## src/rtl/div113_seq_ctrl.sv

```systemverilog
// div113_seq_ctrl: iterative divide-by-constant controller retiring STEP dividend bits per cycle.
// Optional DIV113_SELF_CHECK_EN: checks out_quot*D+out_rem against the dividend and sets sticky err.
module div113_seq_ctrl #(
    parameter int DW   = 24,
    parameter int D    = 113,
    parameter int RW   = 7,
    parameter int STEP = 2
) (
    input  logic          clk,
    input  logic          rst_n,
    input  logic          in_valid,
    output logic          in_ready,
    input  logic [DW-1:0] in_dividend,
    output logic          out_valid,
    input  logic          out_ready,
    output logic [DW-1:0] out_quot,
    output logic [RW-1:0] out_rem,
    output logic          busy,
    output logic          err
);
    localparam int PW = RW + STEP;
    localparam int NI = DW / STEP;
    localparam int CW = $clog2(NI + 1);
    typedef enum logic [1:0] {IDLE, RUN, DONE} state_t;
    state_t          state;
    logic [DW-1:0]   sr;
    logic [DW-1:0]   quot;
    logic [RW-1:0]   rem;
    logic [RW-1:0]   rem_n;
    logic [CW-1:0]   cnt;
    logic [PW-1:0]   partial;
    logic [STEP-1:0] digit;
    logic [DW-1:0]   quot_n;
    // Largest multiple of D not exceeding the partial remainder, via parallel constant compares
    always_comb begin
        partial = {rem, sr[DW-1 -: STEP]};
        digit = '0;
        for (int k = 1; k < 2**STEP; k++)
            if (partial >= PW'(k * D)) digit = STEP'(k);
        rem_n = RW'(partial - PW'(digit) * PW'(D));
        quot_n = {quot[DW-STEP-1:0], digit};
    end
    always_ff @(posedge clk or negedge rst_n) begin
        if (!rst_n) begin
            state     <= IDLE;
            in_ready  <= 1'b0;
            out_valid <= 1'b0;
            out_quot  <= '0;
            out_rem   <= '0;
            busy      <= 1'b0;
            sr        <= '0;
            quot      <= '0;
            rem       <= '0;
            cnt       <= '0;
        end else begin
            case (state)
                IDLE: begin
                    in_ready <= 1'b1;
                    if (in_valid && in_ready) begin
                        sr       <= in_dividend;
                        rem      <= '0;
                        quot     <= '0;
                        cnt      <= CW'(NI - 1);
                        in_ready <= 1'b0;
                        busy     <= 1'b1;
                        state    <= RUN;
                    end
                end
                RUN: begin
                    sr   <= sr << STEP;
                    rem  <= rem_n;
                    quot <= quot_n;
                    if (cnt == '0) begin
                        out_quot  <= quot_n;
                        out_rem   <= rem_n;
                        out_valid <= 1'b1;
                        busy      <= 1'b0;
                        state     <= DONE;
                    end else begin
                        cnt <= cnt - CW'(1);
                    end
                end
                DONE: begin
                    if (out_ready) begin
                        out_valid <= 1'b0;
                        in_ready  <= 1'b1;
                        state     <= IDLE;
                    end
                end
                default: state <= IDLE;
            endcase
        end
    end
`ifdef DIV113_SELF_CHECK_EN
    localparam int XW = DW + RW;
    logic [DW-1:0] orig;
    logic          chk;
    // chk marks the first DONE cycle, when out_quot/out_rem have just been loaded
    always_ff @(posedge clk or negedge rst_n) begin
        if (!rst_n) begin
            orig <= '0;
            chk  <= 1'b0;
            err  <= 1'b0;
        end else begin
            if (state == IDLE && in_valid && in_ready) orig <= in_dividend;
            chk <= state == RUN && cnt == '0;
            if (chk && XW'(out_quot) * XW'(D) + XW'(out_rem) != XW'(orig)) err <= 1'b1;
        end
    end
`else
    assign err = 1'b0;
`endif
endmodule

```

## config.mk

```make
export PLATFORM = sky130hd
export DESIGN_NAME = div113_seq_ctrl
export DESIGN_NICKNAME = d
export VERILOG_FILES = /design/src/rtl/div113_seq_ctrl.sv
export SDC_FILE = /design/constraint.sdc
export NUM_CORES = 1
export LEC_CHECK = 0
export CAP_MARGIN = 20
export CORE_ASPECT_RATIO = 2
export CORE_MARGIN = 5
export CORE_UTILIZATION = 50
export CTS_CLUSTER_DIAMETER = 50
export DETAILED_ROUTE_END_ITERATION = 7
export DONT_BUFFER_PORTS = 1
export SLEW_MARGIN = 20
export SYNTH_ARGS = -nofsm -noshare
export SYNTH_HDL_FRONTEND = slang
export SYNTH_SLANG_ARGS = --single-unit
```

## constraint.sdc

```tcl
create_clock -name clk -period 8.9 [get_ports clk]
set_clock_uncertainty 0.2 [all_clocks]
set_input_delay 0.89 -clock clk [delete_from_list [all_inputs] [get_ports clk]]
set_output_delay 0.89 -clock clk [all_outputs]
set_load 0.01 [all_outputs]
```

==> flow_summary.json, run 1 <==
{
  "ys_ff_latch": 93,
  "numCtsBuffers": 9,
  "wirelength_um": 7720,
  "period_needed_ns": 3.09,
  "fmax_mhz": 324,
  "ioPinCount": 63,
  "dp_hpwl_um": 4950,
  "cts_tree": "built",
  "dieArea_sq_mm": 0.0104,
  "via_per_inst": 5.63,
  "powerDensity_mw_per_mm2": 426,
  "synth.largest_area_cell": "dfrtp_1",
  "synth.area.mux_share": 0.154,
  "synth_compound_gate_area_share": 0.112,
  "fill_cells": 719,
  "io_buffers": 0,
  "synthSimpleGateAreaFrac": 0.0719,
  "synthFlopType": "dfrtp_1",
  "core_sq_mm": 0.00823,
  "rows": 47,
  "hold_viol": 0,
  "critPathCaptureType": "register",
  "critical_path_class": "reg2reg",
  "die_w_um": 74.5,
  "routabilityCongestion": 0.783,
  "p_leak_uw": 0.00223,
  "grt_overflow": 0,
  "cp_cell_sequence": "nor4_1 -> nor3_1 -> nor2_1 -> inv_1 -> fa_1 -> inv_1 -> ha_1 -> a21oi_1 -> xnor2_1 -> mux2_4",
  "ys_warn_count": 0,
  "grt_antenna_before_repair": 0,
  "pwr-share-seq": 0.411,
  "layout_commonest_cell": "dfrtp_1",
  "via_count": 2403,
  "yosysUniqueCellTypes": 37,
  "grt_max_degree": 94,
  "dp_cells": 411,
  "drt_first_iter_violations": 128,
  "async_flop_share": 1.00,
  "ant_nets": 0,
  "synth.top_cell.area_share": 0.559,
  "tightestPinTransition_ns": 0.919,
  "synthXorXnorAreaFrac": 0.0210,
  "grt_pass1_vias": 2548,
  "synth-edff-count": 0,
  "antennaDiodeCount": 0,
  "critPathLaunchType": "register",
  "root_buffer": "clkbuf_16",
  "synthAdderAreaFrac": 0.0367,
  "power.internal_uw": 1220,
  "slew_headroom": 0.382,
  "drv_cap": 0,
  "cts_hold_buf": 0,
  "crit_top_cell": "inv_1",
  "clock-sinks": 93,
  "post_drt_wl_per_cell_um": 18.1,
  "critPathBufInv": 2,
  "final_net_count": 363,
  "initial_core_util": 0.505,
  "pwr-share-comb": 0.376,
  "netlist_area_sq_mm": 0.00416,
  "cpPeakStageDelay_ns": 0.51,
  "clk_latency_ns": 0.34,
  "peakVddDrop_v": 0.000176,
  "status": "complete, no violations",
  "drive_gt1_frac": 0.161,
  "arrival_ns": 3.10,
  "post_cts_buffers": 0,
  "cp_data_required_time_ns": 8.92,
  "synth_top_family_by_area": "multiplexers",
  "critPathMaxFanout": 8,
  "post-route-util": 0.546,
  "finalMaxSlewViolations": 0,
  "fin_setup_tns_ns": 0,
  "cts_resized": 0,
  "path_clk_slew_ns": 0.06,
  "synth.avg_cell_area_sq_um": 12.6,
  "synth.yosys.seq_area_share": 0.559,
  "hold_path_class": "in2async",
  "h-tree-depth": 3,
  "die_h_um": 139,
  "syn_to_final_growth_pct": 8.00,
  "cpMaxStageDelayCell": "fa_1",
  "rsz0062_at_grt": "no",
  "layout_common_cells": "dfrtp_1, nand2_1, a22o_1",
  "period_share": 0.347,
  "switching_power_uw": 691,
  "grt_use_total": 0.164,
  "ys_top_cells_by_area": "dfrtp_1, mux2_4, a22o_1",
  "setup_viol": 0,
  "stdcell_count": 427,
  "p_sw_frac": 0.361,
  "firstDrtPassIters": 4,
  "grt_pass1_wl_um": 13000,
  "ctsLongestPathBuffers": 2,
  "syn-num-nets": 370,
  "netlist_instances": 331,
  "crit_family": "adder cells",
  "drc": 0,
  "clkPwrFrac": 0.213
}
cells by family (layout without fill, tap and decap cells):
| logic type | count (synthesis) | count (layout) |
|---|---|---|
| other | 1 | 1 |
| AO/OA/AOI/OAI | 69 | 69 |
| XOR/XNOR | 10 | 10 |
| multiplexers | 51 | 51 |
| adder cells (fa/ha/maj) | 11 | 11 |
| flip-flops | 93 | 93 |
| AND/OR/NAND/NOR | 62 | 62 |
| buffers and inverters | 34 | 32 |
cell usage after synthesis, types with 5 or more instances:
| master | number |
|---|---|
| dfrtp_1 | 93 |
| nand2_1 | 33 |
| a22o_1 | 29 |
| mux2_4 | 25 |
| o21ai_0 | 25 |
| mux2i_1 | 22 |
| inv_1 | 14 |
| buf_2 | 9 |
| ha_1 | 9 |
| nor2_1 | 8 |
| xor2_1 | 7 |
| a21oi_1 | 6 |
| nor3_1 | 5 |
| o21ai_1 | 5 |
worst paths after layout:
kind | start | to | slack (ns) | cells past startpoint
setup / recovery | sr[23] | out_rem[6] | 5.81 | 10
hold / removal | rst_n | sr[11] | 0.05 | 0
setup reg to reg | sr[23] | out_rem[6] | 5.81 | 10
hold reg to reg | sr[12] | sr[12] | 0.28 | 2
max in group asynchronous | rst_n | sr[21] | 8.30 | 0
min in group clk | sr[12] | sr[12] | 0.28 | 2
per-layer routing:
metal,track usage,up-vias,wire (um),part of all wire
li1,-,1135,-,-
met1,0.200,1193,3100,0.40
met2,0.261,61,4050,0.53
met3,0.0472,14,381,0.049
met4,0.0732,0,179,0.023
met5,0,-,0,0
power groups by stage:
| stage | clock network, uW | registers, uW | logic [uW] |
|---|---|---|---|
| after floorplan | 0 | 737 | 638 |
| after global placement | 0 | 792 | 709 |
| after detailed placement | 0 | 799 | 733 |
| after CTS | 422 | 793 | 735 |
| after global routing | 436 | 816 | 816 |
| final | 408 | 787 | 720 |
area by class of cell:
cell class              count  area, sq um  share of cell area
clock buffers              10          239              0.0532
clock inverters             6         86.3              0.0192
inverters                  14         52.6              0.0117
multi-input cells         204         1650               0.367
flip-flops and latches     93         2330               0.518
well taps                  98          123              0.0273
repair buffers              2         15.0             0.00334
flip-flops by register name (all words and copies together) (netlist names), 2 cells and up:
register and count:
state 2, out_quot 24, quot 22, rem 7, cnt 4, out_rem 7, sr 24
worst register-to-register path, delay by kind of cell, from the launching register on:
kind,cells,cell delay (ns)
AOI/OAI and AO/OA,1,0.16
xor gates and xnor gates,1,0.10
adders and majority gates,2,0.83
buffers and inverters,2,0.19
DFF,1,0.46
muxes,1,0.27
and+or+nand+nor,3,0.75
stage by stage:
stage / hold WS, ns / worst slack [ns] / cell area [sq um] / total power [uW]
finish: 0.0491 / 5.81 / 4490 / 1910
global route: 0.0283 / 5.64 / 4490 / 2070
CTS: 0.0309 / 5.80 / 4490 / 1950
detailed placement: 0.271 / 5.82 / 4170 / 1530
global placement: 0.262 / 5.93 / 4170 / 1500
floorplan: 0.250 / 6.03 / 4160 / 1370
Note: power is estimated with default switching activity, not from simulation.
==> run 2: changes to the inputs <==
- PLACE_DENSITY: unset -> 0.68
- clock period: 8.9 -> 2.7 ns (I/O delays scaled with it)
==> run 2 against run 1 <==
Design area grew 11%; fmax up 14%; the flow now finishes with violations (setup timing); critical path type unchanged; critical path depth shrank 1; largest power group is now combinational cells.
==> flow_summary.json, run 2 (synthesized netlist as in run 1, its figures left out) <==
{
  "cts_tree": "built",
  "post_drt_wl_per_cell_um": 18.0,
  "grt_overflow": 0,
  "slew_headroom": 0.534,
  "powerDensity_mw_per_mm2": 1420,
  "crit_family": "adder cells",
  "hold_viol": 0,
  "h-tree-depth": 3,
  "cpMaxStageDelayCell": "fa_1",
  "final_net_count": 403,
  "die_h_um": 139,
  "worst_slack_ns": -0.0194,
  "clk_latency_ns": 0.33,
  "firstDrtPassIters": 6,
  "dp_cells": 422,
  "io_buffers": 0,
  "dp_hpwl_um": 5450,
  "critPathMaxFanout": 5,
  "hold_path_class": "in2reg",
  "path_clk_slew_ns": 0.06,
  "wirelength_um": 8390,
  "rsz0062_at_grt": "yes",
  "via_count": 2579,
  "drive_gt1_frac": 0.220,
  "critPathBufInv": 1,
  "layout_commonest_cell": "dfrtp_1",
  "period_share": 1.01,
  "root_buffer": "clkbuf_16",
  "grt_antenna_before_repair": 0,
  "drv_cap": 0,
  "grt_pass1_vias": 2809,
  "cp_cell_sequence": "nor4_4 -> o21a_1 -> o31a_1 -> fa_1 -> inv_2 -> ha_4 -> a21oi_4 -> xnor2_2 -> mux2_4",
  "period_needed_ns": 2.72,
  "arrival_ns": 2.74,
  "cp_data_required_time_ns": 2.72,
  "fmax_mhz": 368,
  "setup_viol": 1,
  "violations": "setup timing",
  "cpPeakStageDelay_ns": 0.46,
  "critPathLaunchType": "register",
  "dieArea_sq_mm": 0.0104,
  "rows": 47,
  "drt_first_iter_violations": 80,
  "layout_common_cells": "dfrtp_1, nand2_1, a22o_1",
  "grt_pass1_wl_um": 14300,
  "drc": 0,
  "syn_to_final_growth_pct": 20.0,
  "peakVddDrop_v": 0.000714,
  "core_sq_mm": 0.00823,
  "finalMaxSlewViolations": 0,
  "grt_use_total": 0.180,
  "p_leak_uw": 0.00243,
  "numCtsBuffers": 9,
  "via_per_inst": 5.52,
  "initial_core_util": 0.505,
  "ioPinCount": 63,
  "critPathCaptureType": "register",
  "die_w_um": 74.5,
  "status": "finished with violations",
  "antennaDiodeCount": 0,
  "post-route-util": 0.607,
  "stdcell_count": 467,
  "critical_path_class": "reg2reg",
  "routabilityCongestion": 0.780,
  "tightestPinTransition_ns": 0.699,
  "grt_max_degree": 94,
  "fin_setup_tns_ns": -0.0194,
  "largest_registers": "out_quot: 24 flops, sr: 24 flops, quot: 22 flops",
  "ant_nets": 0,
  "clock-sinks": 93,
  "ctsLongestPathBuffers": 2
}
[run 2: changes by cell type in the layout (fill, tap and decap cells not counted), moves of 2 or more]
cell,previous run,this run
buf_4,2,13
clkinv_2,2,0
dfrtp_1,93,89
dfrtp_2,0,4
dlygate4sd3_1,0,26
ha_1,9,6
ha_4,0,2
inv_1,14,12
inv_2,0,2
nor4_1,3,1
[run 2: timing repair]
action | in CTS | in global routing
hold buffers | 27 | 0
setup endpoints to repair | 2 | 8
resized for setup | 3 | 11
endpoints found under the hold margin | 120 | 0
buffers inserted | 0 | 2
pin swaps | 0 | 8
[run 2: final cells by class]
type                            count  area, sq um
Clock buffer                        9          225
Clock inverter                      7          123
Fill cell                         688         3240
Inverter                           14         52.6
Multi-Input combinational cell    204         1720
Sequential cell                    93         2330
Tap cell                           98          123
Timing Repair Buffer               42          417
[run 2: worst register-to-register path, stage by stage (launching register included)]
cell and delay (ns):
dfrtp_2 0.45, nor4_4 0.31, o21a_1 0.16, o31a_1 0.23, fa_1 0.46, inv_2 0.09, ha_4 0.21, a21oi_4 0.14
xnor2_2 0.09, mux2_4 0.26
[run 2: worst paths after layout]
kind | startpoint | endpoint | slack [ns] | depth (start not counted)
max in group asynchronous | rst_n | rem[1] | 1.60 | 2
worst max-delay path | rem[0] | out_rem[6] | -0.02 | 9
worst max register to register | rem[0] | out_rem[6] | -0.02 | 9
worst min register to register | sr[19] | sr[19] | 0.28 | 2
worst min-delay path | in_valid | in_ready | 0.11 | 4
min in group asynchronous | rst_n | out_quot[5] | 0.30 | 2
[run 2: stage by stage]
stage | hold slack, ns | setup slack (ns) | instance area (sq um) | total power (uW)
after floorplan | -0.226 | -0.0382 | 4190 | 4640
after global placement | -0.222 | 0.0185 | 4300 | 5240
after detailed placement | -0.221 | -0.00430 | 4300 | 5350
after CTS | 0.101 | 0.00639 | 4940 | 6900
after global routing | 0.125 | -0.133 | 4990 | 7610
final | 0.106 | -0.0194 | 4990 | 7080
[run 2: report_power, final]
part           internal [uW]  switching (uW)
clock                    909             528
combinational           1580            1470
sequential              2010             580
total                   4500            2580
[run 2: metal layers]
metal  vias to the layer above  share of wire  track usage
li1                       1216              -            -
met1                      1305           0.38        0.202
met2                        48           0.57        0.316
met3                        10          0.038       0.0406
met4                         0          0.018       0.0760
met5                         -              0            0
